### config.mk
export PLATFORM = sky130hd
export DESIGN_NAME = instr_fetch_unit
export DESIGN_NICKNAME = d
export VERILOG_FILES = /design/src/rtl/rv_pkg.sv /design/src/rtl/instr_fetch_unit.sv
export SDC_FILE = /design/constraint.sdc
export NUM_CORES = 1
export LEC_CHECK = 0
export BUFFER_PORTS_ARGS = -buffer_cell sky130_fd_sc_hd__buf_2
export CAP_MARGIN = 10
export CORE_ASPECT_RATIO = 0.8
export CORE_MARGIN = 2
export CORE_UTILIZATION = 45
export DETAILED_ROUTE_END_ITERATION = 16
export GPL_TIMING_DRIVEN = 0
export PLACE_DENSITY = 0.71
export REMOVE_ABC_BUFFERS = 1
export SYNTH_ARGS = -nofsm -noshare
export SYNTH_HDL_FRONTEND = slang
export SYNTH_SLANG_ARGS = --single-unit
### constraint.sdc
create_clock -name clk -period 4.21 [get_ports clk]
set_clock_uncertainty 0.05 [all_clocks]
set_input_delay 0.842 -clock clk [delete_from_list [all_inputs] [get_ports clk]]
set_output_delay 0.842 -clock clk [all_outputs]
set_load 0.05 [all_outputs]
### src/rtl/rv_pkg.sv
// Shared RISC-V encodings for the fetch/decode front end: opcode values,
// the canonical NOP word and the fetch FSM state encoding.
package rv_pkg;

    localparam logic [6:0] OP_R      = 7'b0110011;
    localparam logic [6:0] OP_I      = 7'b0010011;
    localparam logic [6:0] OP_LOAD   = 7'b0000011;
    localparam logic [6:0] OP_STORE  = 7'b0100011;
    localparam logic [6:0] OP_BRANCH = 7'b1100011;

    // addi x0, x0, 0
    localparam logic [31:0] NOP_WORD = 32'h0000_0013;

    typedef enum logic [1:0] {
        ST_IDLE = 2'd0,
        ST_REQ  = 2'd1,
        ST_WAIT = 2'd2,
        ST_HOLD = 2'd3
    } fetch_state_e;

endpackage

### src/rtl/instr_fetch_unit.sv
// Instruction fetch: PC register, single-outstanding imem request FSM and the
// instruction holding register presented to decode, with branch redirect.
//
// state | meaning
// IDLE  | out of reset, about to issue the first request
// REQ   | request offered on imem, address held until accepted
// WAIT  | request accepted, waiting for its single response
// HOLD  | instruction valid for decode, waiting for consume or redirect
module instr_fetch_unit
    import rv_pkg::*;
#(
    parameter int               XLEN      = 32,
    parameter logic [XLEN-1:0]  RESET_PC  = '0,
    parameter logic [XLEN-1:0]  NOP_INSTR = XLEN'(NOP_WORD)
) (
    input  logic            clk,
    input  logic            rst,
    output logic            imem_req_valid,
    input  logic            imem_req_ready,
    output logic [XLEN-1:0] imem_addr,
    input  logic            imem_resp_valid,
    input  logic [XLEN-1:0] imem_resp_data,
    output logic            instr_valid,
    input  logic            instr_ready,
    output logic [XLEN-1:0] instr,
    output logic [6:0]      opcode,
    output logic [XLEN-1:0] instr_pc,
    input  logic            branch_taken,
    input  logic [XLEN-1:0] branch_target,
    output logic            err_misaligned
);

    localparam logic [XLEN-1:0] PC_STEP = XLEN'(4);

    fetch_state_e    state_q, state_d;
    logic [XLEN-1:0] fetch_pc_q, fetch_pc_d;
    logic [XLEN-1:0] req_addr_q, req_addr_d;
    logic [XLEN-1:0] instr_q, instr_d;
    logic [XLEN-1:0] instr_pc_q, instr_pc_d;
    logic            instr_valid_q, instr_valid_d;
    logic            drop_q, drop_d;
    logic            err_q, err_d;
    logic [XLEN-1:0] target;

    assign target = {branch_target[XLEN-1:2], 2'b00};

    always_ff @(posedge clk or posedge rst) begin
        if (rst) begin
            state_q       <= ST_IDLE;
            fetch_pc_q    <= RESET_PC;
            req_addr_q    <= RESET_PC;
            instr_q       <= NOP_INSTR;
            instr_pc_q    <= RESET_PC;
            instr_valid_q <= 1'b0;
            drop_q        <= 1'b0;
            err_q         <= 1'b0;
        end else begin
            state_q       <= state_d;
            fetch_pc_q    <= fetch_pc_d;
            req_addr_q    <= req_addr_d;
            instr_q       <= instr_d;
            instr_pc_q    <= instr_pc_d;
            instr_valid_q <= instr_valid_d;
            drop_q        <= drop_d;
            err_q         <= err_d;
        end
    end

    always_comb begin
        state_d       = state_q;
        fetch_pc_d    = fetch_pc_q;
        req_addr_d    = req_addr_q;
        instr_d       = instr_q;
        instr_pc_d    = instr_pc_q;
        instr_valid_d = instr_valid_q;
        drop_d        = drop_q;
        err_d         = branch_taken && (branch_target[1:0] != 2'b00);

        case (state_q)
            ST_IDLE: begin
                state_d = ST_REQ;
                if (branch_taken) fetch_pc_d = target;
            end
            ST_REQ: begin
                if (branch_taken) fetch_pc_d = target;
                if (imem_req_ready) begin
                    state_d = ST_WAIT;
                    drop_d  = branch_taken;
                end else if (branch_taken) begin
                    req_addr_d = target;
                end
            end
            ST_WAIT: begin
                if (branch_taken) begin
                    fetch_pc_d = target;
                    // A response in the redirect cycle is the stale one: discard it now.
                    if (imem_resp_valid) begin
                        drop_d  = 1'b0;
                        state_d = ST_REQ;
                    end else begin
                        drop_d = 1'b1;
                    end
                end else if (imem_resp_valid) begin
                    if (drop_q) begin
                        drop_d  = 1'b0;
                        state_d = ST_REQ;
                    end else begin
                        instr_d       = imem_resp_data;
                        instr_pc_d    = req_addr_q;
                        instr_valid_d = 1'b1;
                        fetch_pc_d    = req_addr_q + PC_STEP;
                        state_d       = ST_HOLD;
                    end
                end
            end
            ST_HOLD: begin
                if (branch_taken || instr_ready) begin
                    instr_valid_d = 1'b0;
                    instr_d       = NOP_INSTR;
                    state_d       = ST_REQ;
                    if (branch_taken) fetch_pc_d = target;
                end
            end
            default: state_d = ST_IDLE;
        endcase

        // Every fresh request starts from the up-to-date fetch PC.
        if (state_q != ST_REQ && state_d == ST_REQ) req_addr_d = fetch_pc_d;
    end

    assign imem_req_valid = (state_q == ST_REQ);
    assign imem_addr      = req_addr_q;
    assign instr_valid    = instr_valid_q;
    assign instr          = instr_q;
    assign opcode         = instr_q[6:0];
    assign instr_pc       = instr_pc_q;
    assign err_misaligned = err_q;

endmodule

Word-level counts from Yosys, hierarchy flattened --
Cells that the tools add are included.
Storage, ports and cells: word-level logic and storage cells 69, input bits 70, output and inout bits 106, register bits after elaboration 133
Operators by class: add/sub/neg operators 1, bitwise operators 2, equality and inequality tests 12, muxes and demuxes 32, reduce and logical (&&, ||, !) cells 14
Operators with widths (count):
- 2-to-1 mux 32 bit | 13
- one-hot mux 32 bit (3 select lines) | 1
- one-hot mux 32 bit (2 select lines) | 1
- adder 32 x 3 -> 32 bit (second input constant) | 1
- 2-to-1 mux 2 bit | 6
- nonzero test 2 bit | 5
- 2-to-1 mux 1 bit | 8
- != test 2 bit (second input constant) | 4
- one-hot mux 2 bit (4 select lines) | 1
- != test 2 x 1 -> 1 bit (second input constant) | 3
- AND reduction 3 bit | 2
- AND reduction 5 bit | 1
- equality test 2 x 1 -> 1 bit (second input constant) | 2
- equality test 2 bit (second input constant) | 2
- one-hot mux 1 bit (2 select lines) | 2
- AND reduction 4 bit | 1
- != test 3 bit (second input constant) | 1
- logical AND 1 bit | 2
- logical NOT 2 bit | 1
- inverter 1 bit | 2
- OR reduction 2 bit | 1
- logical OR 1 bit | 1

Longest topological paths before layout --
word-level depth 8, mapped depth 11, gate-level depth less buffers 8

Worst setup path after synthesis --
OpenSTA, ideal clock, no wires.
path type register -> register, start point reg req_addr_q[10] (netlist: imem_addr[10]), end point reg req_addr_q[29] (netlist: imem_addr[29]), arrival 2.627 ns, buffers on the path 0, data required time 4.093 ns, slack 1.466 ns, clock period less this slack 2.744 ns, library setup time 0.067 ns, stages on the path, launching flop included 7, cells stage by stage dfrtp_1 nand4_1 or4_1 or4_1 mux2_4 nor4_2 a221o_1
On the way: longest elaborated chain between the ends 6
RTL lines:
- start: declaration | RTL line instr_fetch_unit.sv:37 | logic [XLEN-1:0] req_addr_q, req_addr_d;
- start signal: assignment | RTL line instr_fetch_unit.sv:60 | req_addr_q <= req_addr_d;
- adder 32 x 3 -> 32 bit | RTL line instr_fetch_unit.sv:111 | fetch_pc_d = req_addr_q + PC_STEP;
- 2-to-1 mux 32 bit | RTL line instr_fetch_unit.sv:104 | if (drop_q) begin
- 2-to-1 mux 32 bit | RTL line instr_fetch_unit.sv:103 | end else if (imem_resp_valid) begin
- 2-to-1 mux 32 bit | RTL line instr_fetch_unit.sv:94 | if (branch_taken) begin
- one-hot mux 32 bit (3 select lines) | RTL line instr_fetch_unit.sv:79 | case (state_q)
- 2-to-1 mux 32 bit | RTL line instr_fetch_unit.sv:128 | if (state_q != ST_REQ && state_d == ST_REQ) req_addr_d = fetch_pc_d;
No other way between the ends. A chain may end at the register's enable or synchronous reset.

Final worst setup path --
start point reg state_q[0], end point reg req_addr_q[23] (netlist: imem_addr[23])
On the way: longest elaborated chain between the ends 7, elaborated cells between the ends (all ways) 20, classes of those cells eq/ne (6); mux (8); reduce/logical (6)
RTL lines:
- start: declaration | RTL line instr_fetch_unit.sv:35 | fetch_state_e state_q, state_d;
- start signal: assignment | RTL line instr_fetch_unit.sv:58 | state_q <= state_d;
- 2-to-1 mux 2 bit (on tied branches) | RTL line instr_fetch_unit.sv:103, instr_fetch_unit.sv:97
- 2-to-1 mux 2 bit | RTL line instr_fetch_unit.sv:94
- one-hot mux 2 bit (4 select lines) | RTL line instr_fetch_unit.sv:79
- equality test 2 x 1 -> 1 bit | RTL line instr_fetch_unit.sv:128
- logical AND 1 bit | RTL line instr_fetch_unit.sv:128
- != test 2 x 1 -> 1 bit (no source line) / nonzero test 2 bit (equally long branches)
- AND reduction 3 bit (no source line)
Several ways; a longest one is shown, not always the timed one.

==> impl_table.tex <==
\begin{tabular}{lr}
\hline
Metric & Value \\
\hline
\multicolumn{2}{l}{\textbf{Worst setup path}} \\
\quad Number of buffer and inverter instances along the worst setup path & 0 \\
\quad Crit-path cells & ha\_1, nor3b\_1, o31ai\_1, o21a\_1, nor2\_2, a22o\_1, a21o\_1 \\
\quad Critical Path Slowest Stage Cell & sky130\_fd\_sc\_hd\_\_o21a\_1 \\
\quad R2R setup slack & 0.39 ns \\
\quad Family with the most delay on the worst path & compound AO/OA/AOI/OAI gates \\
\quad WP data required & 4.47 ns \\
\quad Data arrival at the endpoint of the critical path & 4.07 ns \\
\quad Biggest cell delay along the critical path & 0.93 ns \\
\quad Crit path max fanout & 37 \\
\quad Critical path launch point type & flop \\
\quad Crit path capture type & flop \\
\quad Classification of the worst setup path & reg2reg \\
\multicolumn{2}{l}{\textbf{Clock tree}} \\
\quad TritonCTS buffer count & 17 \\
\quad Number of buffers on the longest clock path & 2 \\
\quad Later-pin clock latency in the skew report & 0.42 ns \\
\quad H-tree depth & 4 \\
\quad Hold\_buf cts & 0 \\
\quad Clk root buf & sky130\_fd\_sc\_hd\_\_clkbuf\_16 \\
\quad Num Clock Sinks & 133 \\
\quad Clock-pin transition on the worst setup and hold timing paths & 0.06 ns \\
\quad TritonCTS clock tree & yes \\
\multicolumn{2}{l}{\textbf{Synth}} \\
\quad Ys async rst share & 100\% \\
\quad Ranking of synthesized cells by area & sky130\_fd\_sc\_hd\_\_dfrtp\_1 (50\%), sky130\_fd\_sc\_hd\_\_nand2\_1 (12\%), sky130\_fd\_sc\_hd\_\_o21ai\_0 (4.2\%) \\
\quad Synthesis warning total & 0 \\
\quad Count of flip-flops with a built-in enable after synthesis & 0 \\
\quad Area fraction of the dominant cell type after synthesis & 50.1\% \\
\quad Primary FF master, synth & sky130\_fd\_sc\_hd\_\_dfrtp\_1 \\
\quad Average size of a mapped cell & 8.94 um2 \\
\quad Most area-hungry cell type in the Yosys netlist & sky130\_fd\_sc\_hd\_\_dfrtp\_1 \\
\quad Syn Std Cell Area & 6490 um2 \\
\quad Synthesized instance count & 726 \\
\quad Sequential element share of the synthesized area & 51.3\% \\
\quad Synthesis-stage register bit count & 133 \\
\quad Number of distinct standard cells referenced by the synthesized netlist & 49 \\
\multicolumn{2}{l}{\textbf{Placed design}} \\
\quad Final HPWL DP & 11.6 mm \\
\quad Count of port buffers added during placement & 175 \\
\quad Global placement routability congestion & 0.793 \\
\quad Dpl cells & 1038 \\
\multicolumn{2}{l}{\textbf{Timing}} \\
\quad Final worst path period need & 3.82 ns \\
\quad Final Cycle Share & 90.6\% \\
\quad Fin Setup TNS & 0 ns \\
\quad Count of final setup violators & 0 \\
\quad Worst hold slack after final layout & 0.379 ns \\
\quad Actual transition at the worst max-transition pin & 1.12 ns \\
\quad Slew Limit Fails & 0 \\
\quad Unrepaired setup endpoints after global routing & false \\
\quad Max Clock Freq & 262 MHz \\
\quad Relative slew slack & 25.1\% \\
\quad Number of endpoints with negative hold slack in the final report & 0 \\
\multicolumn{2}{l}{\textbf{Final layout}} \\
\quad Most common cell after layout, fill and taps aside & sky130\_fd\_sc\_hd\_\_nand2\_1 \\
\quad Layout net count & 953 \\
\quad Total inserted antenna cells & 0 \\
\quad Fraction of final layout cells with drive strength greater than 1 & 25.2\% \\
\quad Post-synthesis to final-layout area growth & 24.8\% \\
\quad Non-filler instance count after layout & 1072 \\
\quad Post-layout util & 57.1\% \\
\quad Most frequent cells in the layout & sky130\_fd\_sc\_hd\_\_nand2\_1 (201), sky130\_fd\_sc\_hd\_\_buf\_2 (175), sky130\_fd\_sc\_hd\_\_dfrtp\_1 (130) \\
\multicolumn{2}{l}{\textbf{Worst hold path}} \\
\quad Path class of the lowest-slack min-delay path & in2async \\
\multicolumn{2}{l}{\textbf{Floorplanning}} \\
\quad Site row count & 39 \\
\quad Total die area & 15400 um2 \\
\quad Floorplan die height & 111 um \\
\quad I/O pin count & 176 \\
\quad Effective utilization at floorplan & 45.7\% \\
\quad Die Span X & 138 um \\
\quad Placeable core region & 14200 um2 \\
\multicolumn{2}{l}{\textbf{Detailed routing}} \\
\quad Number of search-and-repair iterations in the first detailed-routing pass & 5 \\
\quad Post-detailed-routing wire length & 17.2 mm \\
\quad Wirelength per Cell & 16.1 um \\
\quad Number of routed nets with antenna violations & 0 \\
\quad Drc violations & 0 \\
\quad Number of violations reported at the end of detailed-routing iteration 0 & 427 \\
\quad Via density & 5.36 \\
\quad Overall via count from detail\_route & 5746 \\
\multicolumn{2}{l}{\textbf{Run status}} \\
\quad Status & finished clean \\
\multicolumn{2}{l}{\textbf{Global routing}} \\
\quad GRT Overall Usage & 22.7\% \\
\quad Pin count of the biggest net entering global routing & 94 \\
\quad Global-route congestion overflow total & 0 \\
\quad Wire length of the first global-routing pass & 27.9 mm \\
\quad Number of global-route vias before repair & 5376 \\
\quad Initial antenna violation count & 0 \\
\multicolumn{2}{l}{\textbf{Flow run}} \\
\quad Max capacitance violation total & 0 \\
\multicolumn{2}{l}{\textbf{Power}} \\
\quad Maximum VDD drop & 0.569 mV \\
\quad Leakage dissipation & 4.13 nW \\
\quad Power Density & 880 nW/um2 \\
\hline
\end{tabular}
[cell families after synthesis]
family	count (synthesis)	synth area share, %
fa+ha+maj	6	1.16
compound gates	164	16.2
simple gates	331	23.4
xor+xnor	22	2.97
mux	4	0.694
buf+inv	66	4.24
flops	133	51.3
[synth_stat cells, types with 8 or more instances]
master	number
sky130_fd_sc_hd__nand2_1	202
sky130_fd_sc_hd__dfrtp_1	130
sky130_fd_sc_hd__o21ai_0	55
sky130_fd_sc_hd__clkbuf_1	45
sky130_fd_sc_hd__nand2b_1	34
sky130_fd_sc_hd__nor2_1	25
sky130_fd_sc_hd__a21oi_1	22
sky130_fd_sc_hd__a21o_1	15
sky130_fd_sc_hd__nand3_1	15
sky130_fd_sc_hd__inv_1	13
sky130_fd_sc_hd__nor2b_1	12
sky130_fd_sc_hd__a22oi_1	11
sky130_fd_sc_hd__a31oi_1	11
sky130_fd_sc_hd__nor3_1	11
sky130_fd_sc_hd__xnor2_1	11
sky130_fd_sc_hd__xor2_1	11
sky130_fd_sc_hd__nand4_1	8
sky130_fd_sc_hd__o21a_1	8
[area by class of cell]
type	count	area [um2]
Multi-Input combinational cell	527	2920
Clock inverter	4	47.5
Clock buffer	26	489
Sequential cell	133	3330
Tap cell	184	230
Timing Repair Buffer	185	1030
Fill cell	1313	6100
Inverter	13	53.8
[path summary, 6_finish.rpt]
kind	startpoint	cells past startpoint	end
worst max-delay path	state_q[0]	7	imem_addr[23]
worst min-delay path	rst	2	instr[17]
worst max register to register	state_q[0]	7	imem_addr[23]
worst min register to register	instr[28]	2	instr[28]
max in group asynchronous	rst	3	imem_addr[31]
min in group clk	instr[28]	2	instr[28]
[layer usage]
metal	global-route usage [%]	routed length (um)	up-vias
li1	-	-	2776
met1	32.3	8140	2771
met3	5.68	848	27
met5	0	0	-
met4	7.35	325	0
met2	34.5	7920	172
[registers in the layout, indices dropped and copies added, names as in the netlist]
register / cells
fetch_pc_q: 32
instr_pc: 32
err_misaligned: 1
instr: 32
drop_q: 1
imem_addr: 32
state_q: 2
instr_valid: 1
[per-stage QoR]
stage | worst slack (ns) | total power [mW] | area (um2)
floorplan | -1.52 | 4.80 | 6260
global placement | -6.35 | 5.68 | 7370
detailed placement | -0.428 | 5.76 | 7520
CTS | 0.268 | 7.16 | 8060
global route | 0.0754 | 7.54 | 8100
finish | 0.395 | 7.13 | 8100
[where the power goes]
part	internal (mW)	switching, mW
sequential	1.76	0.446
clock	0.850	0.523
combinational	0.947	2.61
[repair_timing]
item / CTS / global route
endpoints found under the setup margin: 1 / 1
buffers inserted: 0 / 2
pin swaps: 0 / 1
resized for setup: 1 / 0
cloned: 0 / 0
Power figures use the tool's default switching activity.
